File: config.mk
export PLATFORM = sky130hd
export DESIGN_NAME = bin_to_bcd_seq_flat
export DESIGN_NICKNAME = d
export VERILOG_FILES = /design/src/rtl/bin_to_bcd_seq_if.sv /design/src/rtl/bin_to_bcd_seq.sv /design/src/flat_wrapper.sv
export SDC_FILE = /design/constraint.sdc
export NUM_CORES = 1
export LEC_CHECK = 0
export BUFFER_PORTS_ARGS = -buffer_cell sky130_fd_sc_hd__buf_2
export CAP_MARGIN = 30
export CORE_MARGIN = 2
export CORE_UTILIZATION = 57
export DETAILED_ROUTE_END_ITERATION = 16
export PLACE_DENSITY = 0.84
export SYNTH_ARGS = -nofsm -noshare
export SYNTH_HDL_FRONTEND = slang
export SYNTH_SLANG_ARGS = --single-unit
export TNS_END_PERCENT = 50
File: constraint.sdc
create_clock -name clk -period 1.7 [get_ports clk]
set_clock_uncertainty 0.2 [all_clocks]
set_input_delay 0.085 -clock clk [delete_from_list [all_inputs] [get_ports clk]]
set_output_delay 0.085 -clock clk [all_outputs]
set_load 0.1 [all_outputs]
File: src/rtl/bin_to_bcd_seq_if.sv
// rtl/bin_to_bcd_seq_if.sv - request/result bundle for the sequential binary-to-BCD converter
interface bin_to_bcd_seq_if #(
    parameter int BIN_W  = 14,
    parameter int DIGITS = 4
);
    logic [BIN_W-1:0]    i_bin;
    logic                i_start;
    logic                o_busy;
    logic                o_done;
    logic [4*DIGITS-1:0] o_bcd;
    logic                o_ovf;

    // producer of binary values (counter, bench)
    modport master (
        output i_bin,
        output i_start,
        input  o_busy,
        input  o_done,
        input  o_bcd,
        input  o_ovf
    );

    // the converter itself
    modport slave (
        input  i_bin,
        input  i_start,
        output o_busy,
        output o_done,
        output o_bcd,
        output o_ovf
    );
endinterface

File: src/rtl/bin_to_bcd_seq.sv
// rtl/bin_to_bcd_seq.sv - double-dabble binary-to-BCD converter, one bit per clock
module bin_to_bcd_seq #(
    parameter int BIN_W  = 14,
    parameter int DIGITS = 4
) (
    input  logic              clk,
    input  logic              reset,
    bin_to_bcd_seq_if.slave   bus
);
    localparam int BCD_W = 4 * DIGITS;
    localparam int CNT_W = $clog2(BIN_W + 1);

    function automatic longint unsigned pow10(input int n);
        longint unsigned r;
        r = 1;
        for (int k = 0; k < n; k++) begin
            r = r * 10;
        end
        return r;
    endfunction

    localparam longint unsigned MAX_DEC = pow10(DIGITS) - 1;
    localparam logic [BCD_W-1:0] ALL_NINES = {DIGITS{4'h9}};
    localparam logic [CNT_W-1:0] LAST_CNT = CNT_W'(BIN_W - 1);

    typedef enum logic {
        IDLE,
        SHIFT
    } state_t;

    state_t           state_q, state_nx;
    logic [BIN_W-1:0] bin_q, bin_nx, bin_sh;
    logic [BCD_W-1:0] scr_q, scr_nx, scr_adj, scr_sh;
    logic [CNT_W-1:0] cnt_q, cnt_nx;
    logic             pend_q, pend_nx;
    logic [BCD_W-1:0] bcd_q, bcd_nx;
    logic             ovf_q, ovf_nx;
    logic             done_q, done_nx;
    logic             in_ovf;

    // Values that cannot be shown in DIGITS decimal digits are saturated at the end;
    // carries out of the top nibble are simply dropped during the shift.
    assign in_ovf = ({{(64-BIN_W){1'b0}}, bus.i_bin} > MAX_DEC);

    // add-3 correction on every nibble that is 5 or more, all in parallel
    always_comb begin
        scr_adj = scr_q;
        for (int d = 0; d < DIGITS; d++) begin
            if (scr_q[4*d +: 4] >= 4'd5) begin
                scr_adj[4*d +: 4] = scr_q[4*d +: 4] + 4'd3;
            end
        end
    end

    assign {scr_sh, bin_sh} = {scr_adj[BCD_W-2:0], bin_q, 1'b0};

    // next-state and datapath updates; outputs only move on the completing iteration
    always_comb begin
        state_nx = state_q;
        bin_nx   = bin_q;
        scr_nx   = scr_q;
        cnt_nx   = cnt_q;
        pend_nx  = pend_q;
        bcd_nx   = bcd_q;
        ovf_nx   = ovf_q;
        done_nx  = 1'b0;
        case (state_q)
            IDLE: begin
                if (bus.i_start) begin
                    bin_nx   = bus.i_bin;
                    scr_nx   = '0;
                    cnt_nx   = '0;
                    pend_nx  = in_ovf;
                    state_nx = SHIFT;
                end
            end
            SHIFT: begin
                bin_nx = bin_sh;
                scr_nx = scr_sh;
                cnt_nx = cnt_q + CNT_W'(1);
                if (cnt_q == LAST_CNT) begin
                    bcd_nx   = pend_q ? ALL_NINES : scr_sh;
                    ovf_nx   = pend_q;
                    done_nx  = 1'b1;
                    state_nx = IDLE;
                end
            end
            default: state_nx = IDLE;
        endcase
    end

    // state register; reset wins and discards any partial conversion
    always_ff @(posedge clk) begin
        if (!reset) begin
            state_q <= IDLE;
            bin_q   <= '0;
            scr_q   <= '0;
            cnt_q   <= '0;
            pend_q  <= 1'b0;
            bcd_q   <= '0;
            ovf_q   <= 1'b0;
            done_q  <= 1'b0;
        end else begin
            state_q <= state_nx;
            bin_q   <= bin_nx;
            scr_q   <= scr_nx;
            cnt_q   <= cnt_nx;
            pend_q  <= pend_nx;
            bcd_q   <= bcd_nx;
            ovf_q   <= ovf_nx;
            done_q  <= done_nx;
        end
    end

    assign bus.o_busy = (state_q == SHIFT);
    assign bus.o_done = done_q;
    assign bus.o_bcd  = bcd_q;
    assign bus.o_ovf  = ovf_q;
endmodule

File: src/flat_wrapper.sv
// flat-port wrapper written by rule: the top's interface ports become plain ports
module bin_to_bcd_seq_flat 
#(
    parameter int BIN_W  = 14,
    parameter int DIGITS = 4
)
  (clk, reset, bus_i_bin, bus_i_start, bus_o_busy, bus_o_done, bus_o_bcd, bus_o_ovf);
  bin_to_bcd_seq_if #(.BIN_W(BIN_W), .DIGITS(DIGITS)) bus_i ();
  input  logic clk;
  input  logic reset;
  input wire logic [$bits(bus_i.i_bin)-1:0] bus_i_bin;
  input wire logic [$bits(bus_i.i_start)-1:0] bus_i_start;
  output wire logic [$bits(bus_i.o_busy)-1:0] bus_o_busy;
  output wire logic [$bits(bus_i.o_done)-1:0] bus_o_done;
  output wire logic [$bits(bus_i.o_bcd)-1:0] bus_o_bcd;
  output wire logic [$bits(bus_i.o_ovf)-1:0] bus_o_ovf;
  assign bus_i.i_bin = bus_i_bin;
  assign bus_i.i_start = bus_i_start;
  assign bus_o_busy = bus_i.o_busy;
  assign bus_o_done = bus_i.o_done;
  assign bus_o_bcd = bus_i.o_bcd;
  assign bus_o_ovf = bus_i.o_ovf;
  bin_to_bcd_seq #(.BIN_W(BIN_W), .DIGITS(DIGITS)) u_core (.clk(clk), .reset(reset), .bus(bus_i));
endmodule
Yosys cells after proc, flatten, opt, wreduce, memory -nomap -nowiden
Cells that the tools add are included.
{ "totals": {"ram_bits": 0, "memories": 0, "input_bits": 17, "word_cells": 39, "mem_bits_ro": 0, "ff_bits": 54, "latch_bits": 0, "output_inout_bits": 19} }
{ "op_classes": {"mux": 15, "n_shift": 0, "n_lt_le_gt_ge": 5, "reduce_logical": 3, "eq_ne": 2, "n_mul": 0, "bitwise": 1, "div_mod_pow": 0, "n_addsub": 5} }
{ "op_table": {"columns": ["cell", "n"], "rows": [
  ["2-to-1 mux 16 bit", 2],
  ["case mux 16 bit (2 select lines)", 1],
  ["case mux 14 bit (2 select lines)", 1],
  [">= comparator 4 x 3 -> 1 bit (second input constant)", 4],
  ["2-to-1 mux 4 bit", 4],
  ["greater-than comparator 14 bit (second input constant)", 1],
  ["2-to-1 mux 14 bit", 1],
  ["adder 4 x 2 -> 4 bit (second input constant)", 3],
  ["case mux 4 bit (2 select lines)", 1],
  ["AND reduction 2 bit", 3],
  ["adder 4 x 1 -> 4 bit (second input constant)", 1],
  ["equality test 4 bit (second input constant)", 1],
  ["adder 3 x 2 -> 3 bit (second input constant)", 1],
  ["2-to-1 mux 1 bit", 3],
  ["2-to-1 mux 3 bit", 1],
  ["inequality test 2 bit (second input constant)", 1],
  ["case mux 1 bit (2 select lines)", 1],
  ["NOT 1 bit", 1]
]} }

Depth between registers and ports, before layout
Gate-level depths: netlist (run 1).
{ "logic_depth": {"word_depth": 3, "depth_mapped": 6, "mapped_depth_nobuf": 6} }

Worst setup path before layout (run 1)
Ideal clock, no wire load.
{ "synth_timing": {"path_kind": "reg-to-reg", "start": "register u_core.state_q, in the netlist u_core.bus.o_busy", "end": "register u_core.scr_q[1]", "period_less_slack_ns": 2.071, "path_stages_with_launch": 6, "n_path_buf": 3, "setup_ns": 0.116, "t_arrival_ns": 1.755, "setup_slack_ns": -0.371, "cell_sequence": "dfxtp_1 -> buf_6 -> buf_2 -> buf_4 -> nor3_1 -> a31o_2"} }
{ "synth_via": {"elab_chain_len": 2} }
{ "synth_rtl": {"columns": ["item", "line", "rtl"], "rows": [
  ["start: declaration", "bin_to_bcd_seq.sv:31", "state_t state_q, state_nx;"],
  ["start signal: assignment", "bin_to_bcd_seq.sv:104", "state_q <= state_nx;"],
  ["NOT 1 bit (no line)", null, null],
  ["case mux 16 bit (2 select lines) or inequality test 2 bit (tied branches)", null, null],
  ["end signal: assignment", "bin_to_bcd_seq.sv:106", "scr_q <= scr_nx;"],
  ["end: declaration", "bin_to_bcd_seq.sv:33", "logic [BCD_W-1:0] scr_q, scr_nx, scr_adj, scr_sh;"]
]} }
Several ways; a longest one is shown, not always the timed one.
A chain may end at the register's enable or synchronous reset.

Final worst setup path (run 1)
{ "layout_timing": {"start": "register u_core.scr_q[12]", "end": "register u_core.scr_q[14]"} }
{ "layout_via": {"elab_chain_len": 3} }
{ "layout_rtl": {"columns": ["item", "line", "rtl"], "rows": [
  [">= comparator 4 x 3 -> 1 bit or adder 3 x 2 -> 3 bit (tied branches)", "bin_to_bcd_seq.sv:49, bin_to_bcd_seq.sv:50", null],
  ["2-to-1 mux 3 bit *", "bin_to_bcd_seq.sv:49", "if (scr_q[4*d +: 4] >= 4'd5) begin"],
  ["case mux 16 bit (2 select lines) *", "bin_to_bcd_seq.sv:67", "case (state_q)"]
]} }
Every way passes the cells marked *; elsewhere a longest branch is shown, timed or not.

==> results of run 1 <==
[metal layers]
layer	GRT usage, %	vias to the layer above	share of wire, %
li1	-	1089	-
met1	31.2	1034	46
met2	39.2	51	48
met3	4.22	6	4.4
met4	6.71	0	0.90
met5	0	-	0
[state kept, by name (all words and copies together) (netlist names)]
register / cells
u_core.bus.o_bcd: 16
u_core.scr_q: 16
u_core.bin_q: 14
u_core.cnt_q: 4
u_core.bus.o_busy: 1
u_core.bus.o_done: 1
u_core.bus.o_ovf: 1
u_core.pend_q: 1
[layout make-up]
| class | count | area share [%] |
|---|---|---|
| Multi-Input combinational cell | 195 | 45.0 |
| Sequential cell | 54 | 34.0 |
| Timing Repair Buffer | 60 | 13.3 |
| Clock buffer | 7 | 3.36 |
| Tap cell | 52 | 2.03 |
| Inverter | 12 | 1.41 |
| Clock inverter | 1 | 0.938 |
[final timing paths]
kind	to	slack (ns)	cells after the start
worst min register to register	u_core.bus.o_ovf	0.27	2
worst min-delay path	u_core.bin_q[6]	0.05	4
worst max-delay path	u_core.scr_q[14]	0.05	5
worst max register to register	u_core.scr_q[14]	0.05	5
[power groups by stage]
| stage | logic (mW) | registers, mW | clock network [mW] |
|---|---|---|---|
| after floorplan | 0.140 | 1.34 | 0 |
| after global placement | 0.192 | 1.35 | 0 |
| after detailed placement | 0.195 | 1.35 | 0 |
| after CTS | 0.220 | 1.32 | 0.991 |
| after global routing | 0.253 | 1.32 | 1.03 |
| final | 0.231 | 1.32 | 0.986 |
[cells by family after synthesis]
group                      Yosys count  synth area share (%)
and+or+nand+nor                     94                  21.4
DFF                                 54                  41.2
buffers and inverters               31                  5.81
xor gates and xnor gates             3                  1.00
muxes                               18                  6.86
adders and majority gates           10                  4.77
AOI/OAI and AO/OA                   70                  19.0
[cell usage after synthesis, types with 2 or more instances]
library cell / instances
o21ai_0: 23
a31o_2: 6
ha_1: 10
dfxtp_1: 54
nor3b_1: 11
o32ai_1: 3
a32o_1: 7
nand2_1: 25
nand3_1: 3
a21oi_2: 3
nor3_1: 7
a21oi_1: 11
nor2_1: 7
buf_6: 2
nor2b_1: 7
clkbuf_1: 6
mux2i_1: 18
o21ai_1: 3
nand2b_1: 8
xnor2_1: 3
buf_4: 3
inv_1: 12
o221a_2: 4
and2_1: 15
buf_2: 8
[stage by stage]
stage          cells  util, %  setup WS, ns  instance area, sq um
2_1_floorplan    280        -         0.110                  2630
3_3_place_gp     354     64.6        0.0584                  2830
3_5_place_dp     354     64.6       0.00417                  2830
4_1_cts          376     71.0       0.00972                  3110
5_1_grt          381     73.0       -0.0393                  3200
6_report         381     73.0        0.0461                  3200
[timing repair]
action | in CTS | in global routing
hold buffers | 14 | 0
endpoints found under the setup margin | 1 | 22
setup buffers | 0 | 5
pin swaps | 0 | 6
hold endpoints to repair | 15 | 0
gates resized for setup | 1 | 16
[worst reg2reg max path: stages (launching register included)]
cell and delay (ns):
dfxtp_1 0.38, ha_1 0.22, nand2b_1 0.19, a21oi_4 0.20, mux2i_2 0.26, a31o_1 0.16
==> metrics.yaml, run 1 <==
syn-cell-area_sq_um: 2630
syn_inst: 280
yosysSeqAreaShare_pct: 41.2
tns_ns: 0
ios: 36
regArea_sq_um: 1090
drv_slew: 0
yosys_warnings: 0
outcome: "finished, final reports clean"
crit_path_end_kind: "flop"
power.internal_mw: 1.97
worst_ep_arrival_time_ns: 1.72
grt_max_degree: 51
synth_cell_types: 46
drive_gt1_share_pct: 27.4
critPathLaunch: "u_core.scr_q[12]"
tightest_slew_ns: 0.487
critPathMaxFanout: 5
whs_ns: 0.0539
critical_path_class: "reg2reg"
drc_errors: 0
cts_tree: "yes"
grt.overflow.total: 0
swShare_pct: 22.6
gp_congestion: 0.778
synth_top_area_cell: "dfxtp_1"
crit_chain: "ha_1 -> nand2b_1 -> a21oi_4 -> mux2i_2 -> a31o_1"
grt_pass1_vias: 2096
synth_area_leaders: "dfxtp_1 (41%), mux2i_1 (6.9%), ha_1 (4.8%)"
n_antenna_cell: 0
clkTransAtPathRegs_ns: 0.10
synth_top_area_share_pct: 41.2
core_area_sq_um: 4380
die_width_um: 71.9
h-tree-depth: 2
maxSlewHeadroom_pct: 67.7
clk_latency_ns: 0.31
syn_nets: 307
syn_avg_cell_area_sq_um: 9.38
postSynthRegisterBits: 54
vias: 2180
async_flop_share_pct: 0
drv_cap: 0
startpoint_type: "flop"
multi_input_area_sq_um: 1440
rows: 24
clkPwrFrac_pct: 38.9
path_buf_inv: 0
grt_usage_pct: 23.5
dp_hpwl_um: 3650
clock-root-buffer: "clkbuf_8"
peakVddDrop_v: 0.000562
slowest_stage: "dfxtp_1"
min_period_ns: 1.65
ys.flop_type: "dfxtp_1"
vias_per_cell: 5.72
rr_startpoint: "u_core.scr_q[12]"
initial_core_util_pct: 59.9
finalSetupViolations: 0
die_y_um: 71.9
seqPwrFrac_pct: 52.0
critPathMaxStageDelay_ns: 0.38
layout_commonest_cell: "dfxtp_1"
min-delay-start: "bus_i_bin[6]"
io_buffers: 35
die_area_sq_um: 5160
max_freq_ghz: 0.605
hold_path.class: "in2reg"
power_density_nw_per_um2: 793
antenna_found_initial: 0
cts_buffer_depth: 2
hold_viol: 0
ant_nets: 0
grt_pass1_wl_um: 9640
numCtsBuffers: 5
drt-initial-drc-count: 147
wl_per_cell_um: 15.4
synth-edff-count: 0
finalPower_mw: 2.54
final_nets: 355
drt_pass1_iterations: 4
cts_sinks: 54
crit_required_ns: 1.76
critPathTopFamily: "flip-flops"
switching_power_mw: 0.572
synthToLayoutAreaGrowth_pct: 21.9
final_cell_mix: "dfxtp_1 (51), buf_2 (34), nand2_1 (25)"
routed_wl_um: 5880
finalCritPeriodShare_pct: 97.3
p_comb_share_pct: 9.1
fillCellCount: 295
leakage_nw: 1.29
Power figures use the tool's default switching activity.
==> run 2: changes to the inputs <==
RECOVER_POWER = 100   (was not set)
==> metrics.yaml, run 2 (same netlist as run 1, synthesis figures left out) <==
crit_chain: "inv_2 -> ha_1 -> nand2b_1 -> a21oi_4 -> mux2i_2 -> a31o_1"
dp_hpwl_um: 3650  # unchanged
critPathTopFamily: "flip-flops"
core_area_sq_um: 4380  # unchanged
ios: 36  # unchanged
finalSetupViolations: 0  # unchanged
leakage_nw: 1.26  # -2.5%
path_buf_inv: 1  # +1
critPathMaxStageDelay_ns: 0.36  # -0.02 ns
hold_path.class: "in2reg"
post-place-ws_ns: 0.00417  # unchanged
fin_util_pct: 72.6  # -0.40 points
gp_congestion: 0.778  # unchanged
finalCritPeriodShare_pct: 98.0  # +0.67 points
grt_pass1_vias: 2096  # unchanged
routed_wl_um: 5850  # -0.61%
finalPower_mw: 2.53  # -0.19%
clkTransAtPathRegs_ns: 0.09  # about the same
initial_core_util_pct: 59.9  # unchanged
rows: 24  # unchanged
layout_commonest_cell: "dfxtp_1"
cts_sinks: 54  # unchanged
wl_per_cell_um: 15.3  # -0.61%
drive_gt1_share_pct: 25.5  # -1.8 points
grt_pass1_wl_um: 9640  # unchanged
tightest_slew_ns: 0.543  # +0.0554 ns
tns_ns: 0  # unchanged
drt_pass1_iterations: 4  # unchanged
clock-root-buffer: "clkbuf_8"
cts_tree: "yes"
final_nets: 355  # unchanged
min_period_ns: 1.67  # +0.0113 ns
drv_cap: 0  # unchanged
n_antenna_cell: 0  # unchanged
startpoint_type: "flop"
crit_required_ns: 1.76  # about the same
hold_viol: 0  # unchanged
grt_max_degree: 51  # unchanged
io_buffers: 35  # unchanged
worst_ep_arrival_time_ns: 1.73  # about the same
synthToLayoutAreaGrowth_pct: 21.3
die_area_sq_um: 5160  # unchanged
max_freq_ghz: 0.601  # -0.68%
numCtsBuffers: 5  # unchanged
clk_latency_ns: 0.31  # about the same
vias: 2195  # +0.69%
drt-initial-drc-count: 150  # +2.0%
h-tree-depth: 2  # unchanged
cts_buffer_depth: 2  # unchanged
crit_path_end_kind: "flop"
whs_ns: 0.0509  # -0.00295 ns
critical_path_class: "reg2reg"
power_density_nw_per_um2: 796  # +0.36%
ant_nets: 0  # unchanged
outcome: "finished, final reports clean"
peakVddDrop_v: 0.000552  # -1.7%
die_width_um: 71.9  # unchanged
antenna_found_initial: 0  # unchanged
drc_errors: 0  # unchanged
vias_per_cell: 5.76  # +0.69%
drv_slew: 0  # unchanged
critPathMaxFanout: 4  # -1
final_cell_mix: "dfxtp_1 (51), nand2_1 (25), o21ai_0 (21)"
grt.overflow.total: 0  # unchanged
maxSlewHeadroom_pct: 64.0  # -3.8 points
post-route-worst-setup-slack_ns: 0.0348  # -0.0113 ns
grt_usage_pct: 23.5  # unchanged
die_y_um: 71.9  # unchanged
slowest_stage: "dfxtp_1"
-- run 2: cell count changes in the layout (fill, tap and decap cells not counted), sizes merged --
| cell | previous run | this run |
|---|---|---|
| buf | 46 | 24 |
| clkbuf | 7 | 29 |
-- run 2: worst paths after layout --
kind | slack, ns | start | cells past startpoint | endpoint
min | 0.05 | bus_i_bin[6] | 4 | u_core.bin_q[6]
max | 0.03 | u_core.scr_q[13] | 6 | u_core.scr_q[14]
max reg2reg | 0.03 | u_core.scr_q[13] | 6 | u_core.scr_q[14]
min reg2reg | 0.27 | u_core.bus.o_ovf | 2 | u_core.bus.o_ovf
-- run 2: worst reg2reg max path: cells and delay by family, from the launching register on --
family,cells,cell delay [ns]
DFF,1,0.36
AOI/OAI and AO/OA,2,0.36
muxes,1,0.26
and+or+nand+nor,1,0.19
adders and majority gates,1,0.18
buffers and inverters,1,0.07
-- run 2: area by class of cell --
| type | count | area [sq um] |
|---|---|---|
| clock buffer | 7 | 108 |
| clock inverter | 1 | 30.0 |
| fill | 299 | 1200 |
| inverter | 12 | 45.0 |
| multi-input combinational | 195 | 1430 |
| sequential | 54 | 1080 |
| tap | 52 | 65.1 |
| timing repair buffer | 60 | 417 |
-- run 2: timing repair --
item | 4_1_cts | 5_1_grt
pin swaps | 0 | 6
endpoints found under the hold margin | 15 | 0
resized for setup | 1 | 16
hold buffers | 14 | 0
buffers inserted | 0 | 5
setup endpoints to repair | 1 | 22
-- run 2: through the flow --
stage	cell area, sq um	instances
floorplan	2630	280
global placement	2830	354
detailed placement	2830	354
CTS	3110	376
global route	3180	381
finish	3180	381
-- run 2: metal layers --
metal | global-route usage, % | up-vias | routed length [um]
li1 | - | 1087 | -
met1 | 31.2 | 1046 | 2660
met2 | 39.2 | 56 | 2880
met3 | 4.22 | 6 | 245
met4 | 6.71 | 0 | 57
met5 | 0 | - | 0
-- run 2: where the power goes --
part           leakage (nW)  total, mW  switching, mW  internal, mW
logic                 0.755      0.229          0.126         0.104
clock network        0.0696      0.983          0.414         0.569
registers             0.439       1.32         0.0284          1.29
